`src/rtl/fetch_block_scheduler_if.sv`:
```
// Scheduler <-> FetchSP / compute / control handshake bundle.
// master: scheduler side; slave: environment (FetchSP, compute, host).
interface fetch_block_scheduler_if;
  logic       go;
  logic       fetch_start;
  logic       fetch_done;
  logic [4:0] Rb;
  logic [4:0] Cb;
  logic       Y_finished;
  logic       U_finished;
  logic       fetch_bank;
  logic       comp_start;
  logic       comp_bank;
  logic [1:0] comp_plane;
  logic       comp_done;
  logic       busy;
  logic       frame_done;
  logic       err;

  modport master (
    input  go, fetch_done, comp_done,
    output fetch_start, Rb, Cb,
    output Y_finished, U_finished,
    output fetch_bank, comp_start,
    output comp_bank, comp_plane,
    output busy, frame_done, err
  );

  modport slave (
    output go, fetch_done, comp_done,
    input  fetch_start, Rb, Cb,
    input  Y_finished, U_finished,
    input  fetch_bank, comp_start,
    input  comp_bank, comp_plane,
    input  busy, frame_done, err
  );
endinterface

```
`src/rtl/fetch_block_scheduler.sv`:
```
// Frame walker for FetchSP (Y, U, V raster) with ping-pong bank handoff.
// Ports: Clock, Resetn (async low), bus (master: go/fetch/compute/status).
module fetch_block_scheduler #(
  parameter int Y_BCOLS = 12,
  parameter int Y_BROWS = 9,
  parameter int C_BCOLS = 12,
  parameter int C_BROWS = 18
) (
  input  logic Clock,
  input  logic Resetn,
  fetch_block_scheduler_if.master bus
);

  typedef enum logic [1:0] {
    IDLE, ISSUE, WAIT_FETCH, DRAIN
  } state_t;

  typedef enum logic [1:0] {
    FREE, FILLING, FULL, COMPUTING
  } bank_t;

  localparam logic [1:0] PY = 2'd0;
  localparam logic [1:0] PU = 2'd1;
  localparam logic [1:0] PV = 2'd2;

  localparam logic [4:0] Y_LC = 5'(Y_BCOLS - 1);
  localparam logic [4:0] Y_LR = 5'(Y_BROWS - 1);
  localparam logic [4:0] C_LC = 5'(C_BCOLS - 1);
  localparam logic [4:0] C_LR = 5'(C_BROWS - 1);

  state_t     state, state_nx;
  bank_t      bank [2];
  logic [1:0] tag  [2];

  logic [4:0] rb, cb, rb_nx, cb_nx;
  logic [1:0] plane, plane_nx;
  logic       y_fin, u_fin;
  logic       fetch_bank, comp_bank;
  logic [1:0] comp_plane;
  logic       fetch_start, comp_start;
  logic       frame_done, busy, err;

  logic start_frame, do_issue, do_fetch;
  logic do_disp, do_cdone, do_fin;
  logic err_set, all_free, any_comp;
  logic last_col, last_row, last_blk;

  always_ff @(posedge Clock or negedge Resetn) begin
    if (!Resetn) state <= IDLE;
    else         state <= state_nx;
  end

  always_comb begin
    state_nx = state;
    unique case (state)
      IDLE:
        if (bus.go) state_nx = ISSUE;
      ISSUE:
        if (bank[fetch_bank] == FREE)
          state_nx = WAIT_FETCH;
      WAIT_FETCH:
        if (bus.fetch_done)
          state_nx = last_blk ? DRAIN : ISSUE;
      DRAIN:
        if (all_free) state_nx = IDLE;
      default:
        state_nx = IDLE;
    endcase
  end

  always_comb begin
    last_col = 1'b0;
    last_row = 1'b0;
    unique case (1'b1)
      (plane == PY): begin
        last_col = (cb == Y_LC);
        last_row = (rb == Y_LR);
      end
      default: begin
        last_col = (cb == C_LC);
        last_row = (rb == C_LR);
      end
    endcase
    last_blk = (plane == PV) && last_col
            && last_row;

    cb_nx    = cb + 5'd1;
    rb_nx    = rb;
    plane_nx = plane;
    if (last_col) begin
      cb_nx = 5'd0;
      rb_nx = rb + 5'd1;
      if (last_row) begin
        rb_nx    = 5'd0;
        plane_nx = last_blk ? PY : plane + 2'd1;
      end
    end

    all_free = (bank[0] == FREE)
            && (bank[1] == FREE);
    any_comp = (bank[0] == COMPUTING)
            || (bank[1] == COMPUTING);

    start_frame = (state == IDLE) && bus.go;
    do_issue = (state == ISSUE)
            && (bank[fetch_bank] == FREE);
    do_fetch = (state == WAIT_FETCH)
            && bus.fetch_done;
    // Compute is in-order: only comp_bank can ever be COMPUTING.
    do_disp  = busy && !any_comp
            && (bank[comp_bank] == FULL);
    do_cdone = bus.comp_done
            && (bank[comp_bank] == COMPUTING);
    do_fin   = (state == DRAIN) && all_free;
    err_set  = (bus.comp_done && !do_cdone)
            || (bus.fetch_done
                && (state != WAIT_FETCH));
  end

  // Per cycle, issue/fetch/dispatch/release each touch a bank in a
  // distinct source state, so no two updates ever hit the same bank.
  always_ff @(posedge Clock or negedge Resetn) begin
    if (!Resetn) begin
      rb          <= '0;
      cb          <= '0;
      plane       <= PY;
      y_fin       <= 1'b0;
      u_fin       <= 1'b0;
      fetch_bank  <= 1'b0;
      comp_bank   <= 1'b0;
      comp_plane  <= '0;
      fetch_start <= 1'b0;
      comp_start  <= 1'b0;
      frame_done  <= 1'b0;
      busy        <= 1'b0;
      err         <= 1'b0;
      for (int i = 0; i < 2; i++) begin
        bank[i] <= FREE;
        tag[i]  <= PY;
      end
    end else begin
      fetch_start <= do_issue;
      comp_start  <= do_disp;
      frame_done  <= do_fin;
      if (err_set) err <= 1'b1;
      if (start_frame) begin
        busy       <= 1'b1;
        err        <= 1'b0;
        rb         <= '0;
        cb         <= '0;
        plane      <= PY;
        y_fin      <= 1'b0;
        u_fin      <= 1'b0;
        fetch_bank <= 1'b0;
        comp_bank  <= 1'b0;
        for (int i = 0; i < 2; i++)
          bank[i] <= FREE;
      end else begin
        if (do_issue)
          bank[fetch_bank] <= FILLING;
        if (do_fetch) begin
          bank[fetch_bank] <= FULL;
          tag[fetch_bank]  <= plane;
          fetch_bank       <= ~fetch_bank;
          cb               <= cb_nx;
          rb               <= rb_nx;
          plane            <= plane_nx;
          y_fin            <= (plane_nx != PY);
          u_fin            <= (plane_nx == PV);
        end
        if (do_disp) begin
          bank[comp_bank] <= COMPUTING;
          comp_plane      <= tag[comp_bank];
        end
        if (do_cdone) begin
          bank[comp_bank] <= FREE;
          comp_bank       <= ~comp_bank;
        end
        if (do_fin) busy <= 1'b0;
      end
    end
  end

  assign bus.fetch_start = fetch_start;
  assign bus.Rb          = rb;
  assign bus.Cb          = cb;
  assign bus.Y_finished  = y_fin;
  assign bus.U_finished  = u_fin;
  assign bus.fetch_bank  = fetch_bank;
  assign bus.comp_start  = comp_start;
  assign bus.comp_bank   = comp_bank;
  assign bus.comp_plane  = comp_plane;
  assign bus.busy        = busy;
  assign bus.frame_done  = frame_done;
  assign bus.err         = err;

endmodule

```
`src/flat_wrapper.sv`:
```
// flat-port wrapper written by rule: the top's interface ports become plain ports
module fetch_block_scheduler_flat 
#(
  parameter int Y_BCOLS = 12,
  parameter int Y_BROWS = 9,
  parameter int C_BCOLS = 12,
  parameter int C_BROWS = 18
)
  (Clock, Resetn, bus_go, bus_fetch_done, bus_comp_done, bus_fetch_start, bus_Rb, bus_Cb, bus_Y_finished, bus_U_finished, bus_fetch_bank, bus_comp_start, bus_comp_bank, bus_comp_plane, bus_busy, bus_frame_done, bus_err);
  fetch_block_scheduler_if bus_i ();
  input  logic Clock;
  input  logic Resetn;
  input wire logic [$bits(bus_i.go)-1:0] bus_go;
  input wire logic [$bits(bus_i.fetch_done)-1:0] bus_fetch_done;
  input wire logic [$bits(bus_i.comp_done)-1:0] bus_comp_done;
  output wire logic [$bits(bus_i.fetch_start)-1:0] bus_fetch_start;
  output wire logic [$bits(bus_i.Rb)-1:0] bus_Rb;
  output wire logic [$bits(bus_i.Cb)-1:0] bus_Cb;
  output wire logic [$bits(bus_i.Y_finished)-1:0] bus_Y_finished;
  output wire logic [$bits(bus_i.U_finished)-1:0] bus_U_finished;
  output wire logic [$bits(bus_i.fetch_bank)-1:0] bus_fetch_bank;
  output wire logic [$bits(bus_i.comp_start)-1:0] bus_comp_start;
  output wire logic [$bits(bus_i.comp_bank)-1:0] bus_comp_bank;
  output wire logic [$bits(bus_i.comp_plane)-1:0] bus_comp_plane;
  output wire logic [$bits(bus_i.busy)-1:0] bus_busy;
  output wire logic [$bits(bus_i.frame_done)-1:0] bus_frame_done;
  output wire logic [$bits(bus_i.err)-1:0] bus_err;
  assign bus_i.go = bus_go;
  assign bus_i.fetch_done = bus_fetch_done;
  assign bus_i.comp_done = bus_comp_done;
  assign bus_fetch_start = bus_i.fetch_start;
  assign bus_Rb = bus_i.Rb;
  assign bus_Cb = bus_i.Cb;
  assign bus_Y_finished = bus_i.Y_finished;
  assign bus_U_finished = bus_i.U_finished;
  assign bus_fetch_bank = bus_i.fetch_bank;
  assign bus_comp_start = bus_i.comp_start;
  assign bus_comp_bank = bus_i.comp_bank;
  assign bus_comp_plane = bus_i.comp_plane;
  assign bus_busy = bus_i.busy;
  assign bus_frame_done = bus_i.frame_done;
  assign bus_err = bus_i.err;
  fetch_block_scheduler #(.Y_BCOLS(Y_BCOLS), .Y_BROWS(Y_BROWS), .C_BCOLS(C_BCOLS), .C_BROWS(C_BROWS)) u_core (.Clock(Clock), .Resetn(Resetn), .bus(bus_i));
endmodule
```
`config.mk`:
```
export PLATFORM = sky130hd
export DESIGN_NAME = fetch_block_scheduler_flat
export DESIGN_NICKNAME = d
export VERILOG_FILES = /design/src/rtl/fetch_block_scheduler_if.sv /design/src/rtl/fetch_block_scheduler.sv /design/src/flat_wrapper.sv
export SDC_FILE = /design/constraint.sdc
export NUM_CORES = 1
export LEC_CHECK = 0
export ABC_AREA = 1
export CORE_MARGIN = 4
export CORE_UTILIZATION = 57
export DETAILED_ROUTE_END_ITERATION = 7
export PLACE_DENSITY = 0.93
export SYNTH_ARGS = -nofsm -noshare
export SYNTH_HDL_FRONTEND = slang
export SYNTH_SLANG_ARGS = --single-unit
```
`constraint.sdc`:
```
create_clock -name Clock -period 2.5 [get_ports Clock]
set_input_delay 0.625 -clock Clock [delete_from_list [all_inputs] [get_ports Clock]]
set_output_delay 0.625 -clock Clock [all_outputs]
set_load 0.02 [all_outputs]
```
==> results of run 1 <==
-- flip-flops by register name, summed over array words and instances, names as in the netlist, 2 cells and up --
signal and flops:
u_core.bank 4, u_core.bus.Cb 5, u_core.bus.Rb 5, u_core.bus.comp_plane 2
u_core.plane 2, u_core.state 2, u_core.tag 4
-- layout make-up --
cell class / instances / area share
Clock buffer: 7 / 0.0321
Clock inverter: 1 / 0.00247
Inverter: 24 / 0.0451
Multi-Input combinational cell: 144 / 0.366
Sequential cell: 33 / 0.408
Tap cell: 31 / 0.0192
Timing Repair Buffer: 26 / 0.127
-- cell usage in the layout (no fill, tap or decap), types with 3 or more instances in the layout --
cell type / Yosys / layout
a21oi_1: 9 / 9
clkbuf_4: 0 / 5
clkdlybuf4s50_1: 0 / 25
dfrtp_1: 33 / 33
ha_1: 4 / 4
inv_1: 21 / 21
nand2_1: 57 / 57
nand2_2: 3 / 3
nand3_1: 17 / 17
nand4_1: 3 / 3
nor2_1: 16 / 16
o21ai_0: 17 / 17
xor2_1: 3 / 3
-- power by group --
part           switching (W)  internal [W]
Clock               0.000174      0.000163
Sequential          0.000155      0.000710
Combinational       0.000615      0.000403
-- cells by family after synthesis --
group / share of synthesized area
AOI/OAI and AO/OA: 0.127
xor gates and xnor gates: 0.0158
adders and majority gates: 0.0301
buffers and inverters: 0.0594
DFF: 0.496
and+or+nand+nor: 0.272
-- stage by stage --
step,instances,hold WS [ns],total power [W],util,setup slack (ns)
3_3_place_gp,258,0.472,0.00185,0.703,0.610
3_5_place_dp,258,0.478,0.00188,0.703,0.587
2_1_floorplan,202,0.329,0.00151,-,0.971
4_1_cts,266,0.506,0.00222,0.728,0.307
5_1_grt,266,0.524,0.00240,0.728,0.222
6_report,266,0.502,0.00222,0.728,0.308
-- path summary, 6_finish.rpt --
check / to / from
setup reg to reg: u_core.plane[1] / u_core.plane[1]
min in group asynchronous: u_core.tag[1] / Resetn
setup / recovery: bus_comp_bank / u_core.bus.comp_bank
hold / removal: u_core.bus.U_finished / u_core.bus.U_finished
max in group asynchronous: u_core.bus.Cb[4] / Resetn
hold reg to reg: u_core.bus.U_finished / u_core.bus.U_finished
-- per-layer routing --
metal | GRT usage | vias up | wire, um
met1 | 0.295 | 662 | 1540
met4 | 0.0818 | 0 | 54
li1 | - | 728 | -
met3 | 0.0496 | 8 | 222
met5 | 0 | - | 0
met2 | 0.302 | 52 | 1580
==> flow_metrics.py, run 1 <==
metrics = {
    "status": {
        "outcome": "complete, no violations",
    },
    "place": {
        "dp_hpwl_mm": 2.45,
        "place_congestion": 0.878,
        "place_area_mm2": 0.00195,
        "io_buffers": 25,
    },
    "die": {
        "rows": 19,
        "ios": 26,
        "core_mm2": 0.00278,
        "initial_utilization": 0.599,
        "die_h_um": 62.1,
        "die_w_um": 62.1,
        "die_area_mm2": 0.00385,
    },
    "cts": {
        "htree_levels": 2,
        "path_clk_slew_ns": 0.10,
        "cts_tree": "yes",
        "cts.root.buffer_cell": "clkbuf_4",
        "post_cts_buffers": 0,
        "cts_buffers": 5,
        "cts_sinks": 33,
        "postCtsHoldBufs": 0,
        "cts.path.max_buffers": 2,
        "ctsResizeCount": 0,
        "clk_latency_ns": 0.32,
    },
    "drt": {
        "dr.pass1.iters": 6,
        "ant_nets": 0,
        "drtIter0Drc": 123,
        "wl_per_cell_um": 12.8,
        "route.detailed.drc": 0,
        "wirelength_mm": 3.40,
        "vias_per_cell": 5.45,
        "dr_total_vias": 1450,
    },
    "yosys": {
        "yosysMostFrequentCell": "nand2_1",
        "yosysUniqueCellTypes": 27,
        "synth_seq_cells": 33,
        "synth_area_leaders": "dfrtp_1 50%, nand2_1 13%, nand3_1 5.1%",
        "ys_seq_area_frac": 0.496,
        "synth_area_per_cell_um2": 8.24,
        "syn_inst": 202,
        "async_reset_ff_frac": 1.00,
        "synth_flop_cell": "dfrtp_1",
        "synth_edf_count": 0,
        "synth_common_cells": "57 x nand2_1, 33 x dfrtp_1, 21 x inv_1",
        "synth_nets": 211,
        "synthesis.area_mm2": 0.00167,
        "synth.top_cell.area_share": 0.496,
        "yosys_warnings": 0,
        "synth_top_area_cell": "dfrtp_1",
    },
    "setup_path": {
        "r2r_cells": 9,
        "path_buf_inv": 1,
        "critPathMaxStageDelay_ns": 0.68,
        "cp-end-kind": "output pin",
        "required_ns": 1.88,
        "crit_chain": "clkdlybuf4s50_1",
        "cp.depth": 1,
        "worstPathArrival_ns": 1.57,
        "reg2reg_slack_ns": 0.86,
        "critPathLaunchType": "flop",
        "cp_max_fo": 11,
        "critPathKind": "reg2out",
        "crit_slowest_cell": "clkdlybuf4s50_1",
        "crit_family": "buffers and inverters",
    },
    "worst_hold_path": {
        "hold_depth": 2,
        "hp-class": "reg2reg",
    },
    "cells_and_area": {
        "syn_to_final_growth_pct": 21.6,
        "regArea_um2": 826,
        "antenna_cells": 0,
        "layout-drive-gt1-share": 0.0894,
        "fillCellCount": 197,
        "final_area_mm2": 0.00202,
        "nNetsFinal": 243,
        "multi_input_area_um2": 741,
    },
    "timing": {
        "hold_viol_final": 0,
        "fin_crit_ns": 2.19,
        "relSlewSlack": 0.728,
        "period_share": 0.877,
        "fmax_mhz": 456,
        "rsz0062_at_grt": "no",
        "finClkSkew_ns": 0.00534,
        "fin_setup_tns_ns": 0,
        "tightest_slew_ns": 0.407,
        "maxSlewViolCount": 0,
        "setup_violations": 0,
    },
    "pwr": {
        "power.density_mw_per_mm2": 1100,
        "p_leak_nw": 0.996,
        "vdd.ir_drop.worst_uv": 852,
    },
    "global_route": {
        "grt-ovfl-total": 0,
        "grt_use_total": 0.206,
        "grt_pass1_wl_mm": 5.81,
        "grt_max_degree": 34,
        "grt_pass1_vias": 1281,
        "antenna_found_initial": 0,
    },
    "flow_run": {
        "drv_cap": 0,
    },
}
No activity file was read; power rests on OpenSTA's default activity.
==> inputs of run 2 (changes only) <==
--- a/config.mk
+++ b/config.mk
@@ -9,6 +9,7 @@
 export CORE_MARGIN = 4
 export CORE_UTILIZATION = 57
 export DETAILED_ROUTE_END_ITERATION = 7
+export GPL_TIMING_DRIVEN = 0
 export PLACE_DENSITY = 0.93
 export SYNTH_ARGS = -nofsm -noshare
 export SYNTH_HDL_FRONTEND = slang
==> flow_metrics.py, run 2 (synthesis results as in run 1) <==
metrics = {
    "status": {
        "outcome": "complete, no violations",
    },
    "die": {
        "core_mm2": 0.00278,
        "die_h_um": 62.1,
        "initial_utilization": 0.599,
        "die_area_mm2": 0.00385,
        "ios": 26,
        "rows": 19,
        "die_w_um": 62.1,
    },
    "cts": {
        "cts_tree": "yes",
        "cts_sinks": 33,
        "cts_buffers": 5,
        "path_clk_slew_ns": 0.11,
        "cts.root.buffer_cell": "clkbuf_4",
        "postCtsHoldBufs": 0,
        "post_cts_buffers": 0,
        "clk_latency_ns": 0.34,
        "htree_levels": 2,
        "cts.path.max_buffers": 2,
        "ctsResizeCount": 0,
    },
    "timing": {
        "fin_crit_ns": 2.10,
        "timing.hold.ws_ns": 0.321,
        "finClkSkew_ns": 0.0116,
        "rsz0062_at_grt": "no",
        "fmax_mhz": 476,
        "relSlewSlack": 0.529,
        "setup_violations": 0,
        "maxSlewViolCount": 0,
        "hold_viol_final": 0,
        "tightest_slew_ns": 0.707,
        "period_share": 0.840,
        "fin_setup_tns_ns": 0,
    },
    "drt": {
        "wl_per_cell_um": 12.5,
        "drtIter0Drc": 98,
        "route.detailed.drc": 0,
        "dr_total_vias": 1404,
        "ant_nets": 0,
        "dr.pass1.iters": 4,
        "vias_per_cell": 5.28,
        "wirelength_mm": 3.34,
    },
    "pwr": {
        "switching_share": 0.435,
        "clkPwrFrac": 0.134,
        "p_leak_nw": 0.987,
        "pwr-share-seq": 0.395,
        "p_int_w": 0.00122,
        "p_sw_w": 0.000940,
        "p_comb_frac": 0.471,
        "vdd.ir_drop.worst_uv": 803,
        "power.density_mw_per_mm2": 1080,
    },
    "setup_path": {
        "path_buf_inv": 1,
        "cp-end-kind": "output pin",
        "r2r_cells": 9,
        "crit_slowest_cell": "clkdlybuf4s50_1",
        "worstPathArrival_ns": 1.47,
        "required_ns": 1.88,
        "r2r-start": "u_core.plane[1]",
        "r2r-end": "u_core.plane[0]",
        "crit_family": "buffers and inverters",
        "cp_max_fo": 7,
        "critPathKind": "reg2out",
        "reg2reg_slack_ns": 0.87,
        "crit_chain": "clkdlybuf4s50_1",
        "critPathLaunchType": "flop",
        "critPathMaxStageDelay_ns": 0.65,
    },
    "global_route": {
        "grt_use_total": 0.196,
        "grt_max_degree": 34,
        "grt-ovfl-total": 0,
        "grt_pass1_wl_mm": 5.42,
        "antenna_found_initial": 0,
        "grt_pass1_vias": 1256,
    },
    "cells_and_area": {
        "syn_to_final_growth_pct": 20.1,
        "layout-drive-gt1-share": 0.0894,
        "layout_commonest_cell": "nand2_1",
        "antenna_cells": 0,
        "utilization": 0.719,
        "layout_common_cells": "57 x nand2_1, 33 x dfrtp_1, 24 x clkdlybuf4s50_1",
        "nNetsFinal": 243,
    },
    "place": {
        "place_congestion": 0.827,
        "dp_hpwl_mm": 2.44,
        "io_buffers": 25,
    },
    "worst_hold_path": {
        "hp-class": "in2async",
    },
    "flow_run": {
        "drv_cap": 0,
    },
}
## run 2: layout make-up
| type | instances | area (um^2) |
|---|---|---|
| sequential | 33 | 826 |
| fill | 203 | 781 |
| multi-input combinational | 144 | 741 |
| timing repair buffer | 25 | 245 |
| inverter | 24 | 91.3 |
| clock buffer | 6 | 41.3 |
| tap | 31 | 38.8 |
| clock inverter | 2 | 10.0 |
| buffer | 1 | 7.51 |
## run 2: worst register-to-register path: cells and delay by family (launching register included)
kind	cells	cell delay, ns
adder cells (fa/ha/maj)	1	0.23
flip-flops	1	0.41
AND/OR/NAND/NOR	6	0.62
buffers and inverters	1	0.15
AO/OA/AOI/OAI	1	0.09
## run 2: worst max-delay path by stage
stage	cells after the start	slack, ns	to	from
after CTS	1	0.40	bus_Rb[0]	u_core.bus.Rb[0]
after floorplan	8	0.97	u_core.bus.Rb[3]	u_core.bus.Cb[0]
after global placement	1	0.18	u_core.bus.Rb[2]	Resetn
final	1	0.40	bus_Rb[0]	u_core.bus.Rb[0]
after global routing	1	0.33	bus_Rb[0]	u_core.bus.Rb[0]
after detailed placement	5	0.49	u_core.bus.Cb[1]	bus_go
## run 2: stage by stage
stage,cells,power [W],worst slack (ns),instance area [um^2]
2_1_floorplan,202,0.00151,0.971,1670
3_3_place_gp,258,0.00185,0.184,1950
3_5_place_dp,258,0.00189,0.488,1950
4_1_cts,266,0.00218,0.400,2000
5_1_grt,266,0.00233,0.330,2000
6_report,266,0.00216,0.401,2000
## run 2: metal layers
layer | share of wire | vias to the layer above | global-route usage
li1 | - | 723 | -
met1 | 0.46 | 636 | 0.240
met2 | 0.46 | 37 | 0.311
met3 | 0.059 | 8 | 0.0702
met4 | 0.021 | 0 | 0.0879
met5 | 0 | - | 0
## run 2: power groups by stage
stage	combinational, W	clock, W	sequential [W]
2_1_floorplan	0.000540	0	0.000975
4_1_cts	0.00102	0.000295	0.000856
6_report	0.00102	0.000289	0.000856
3_5_place_dp	0.00102	0	0.000867
5_1_grt	0.00113	0.000321	0.000880
3_3_place_gp	0.000995	0	0.000857
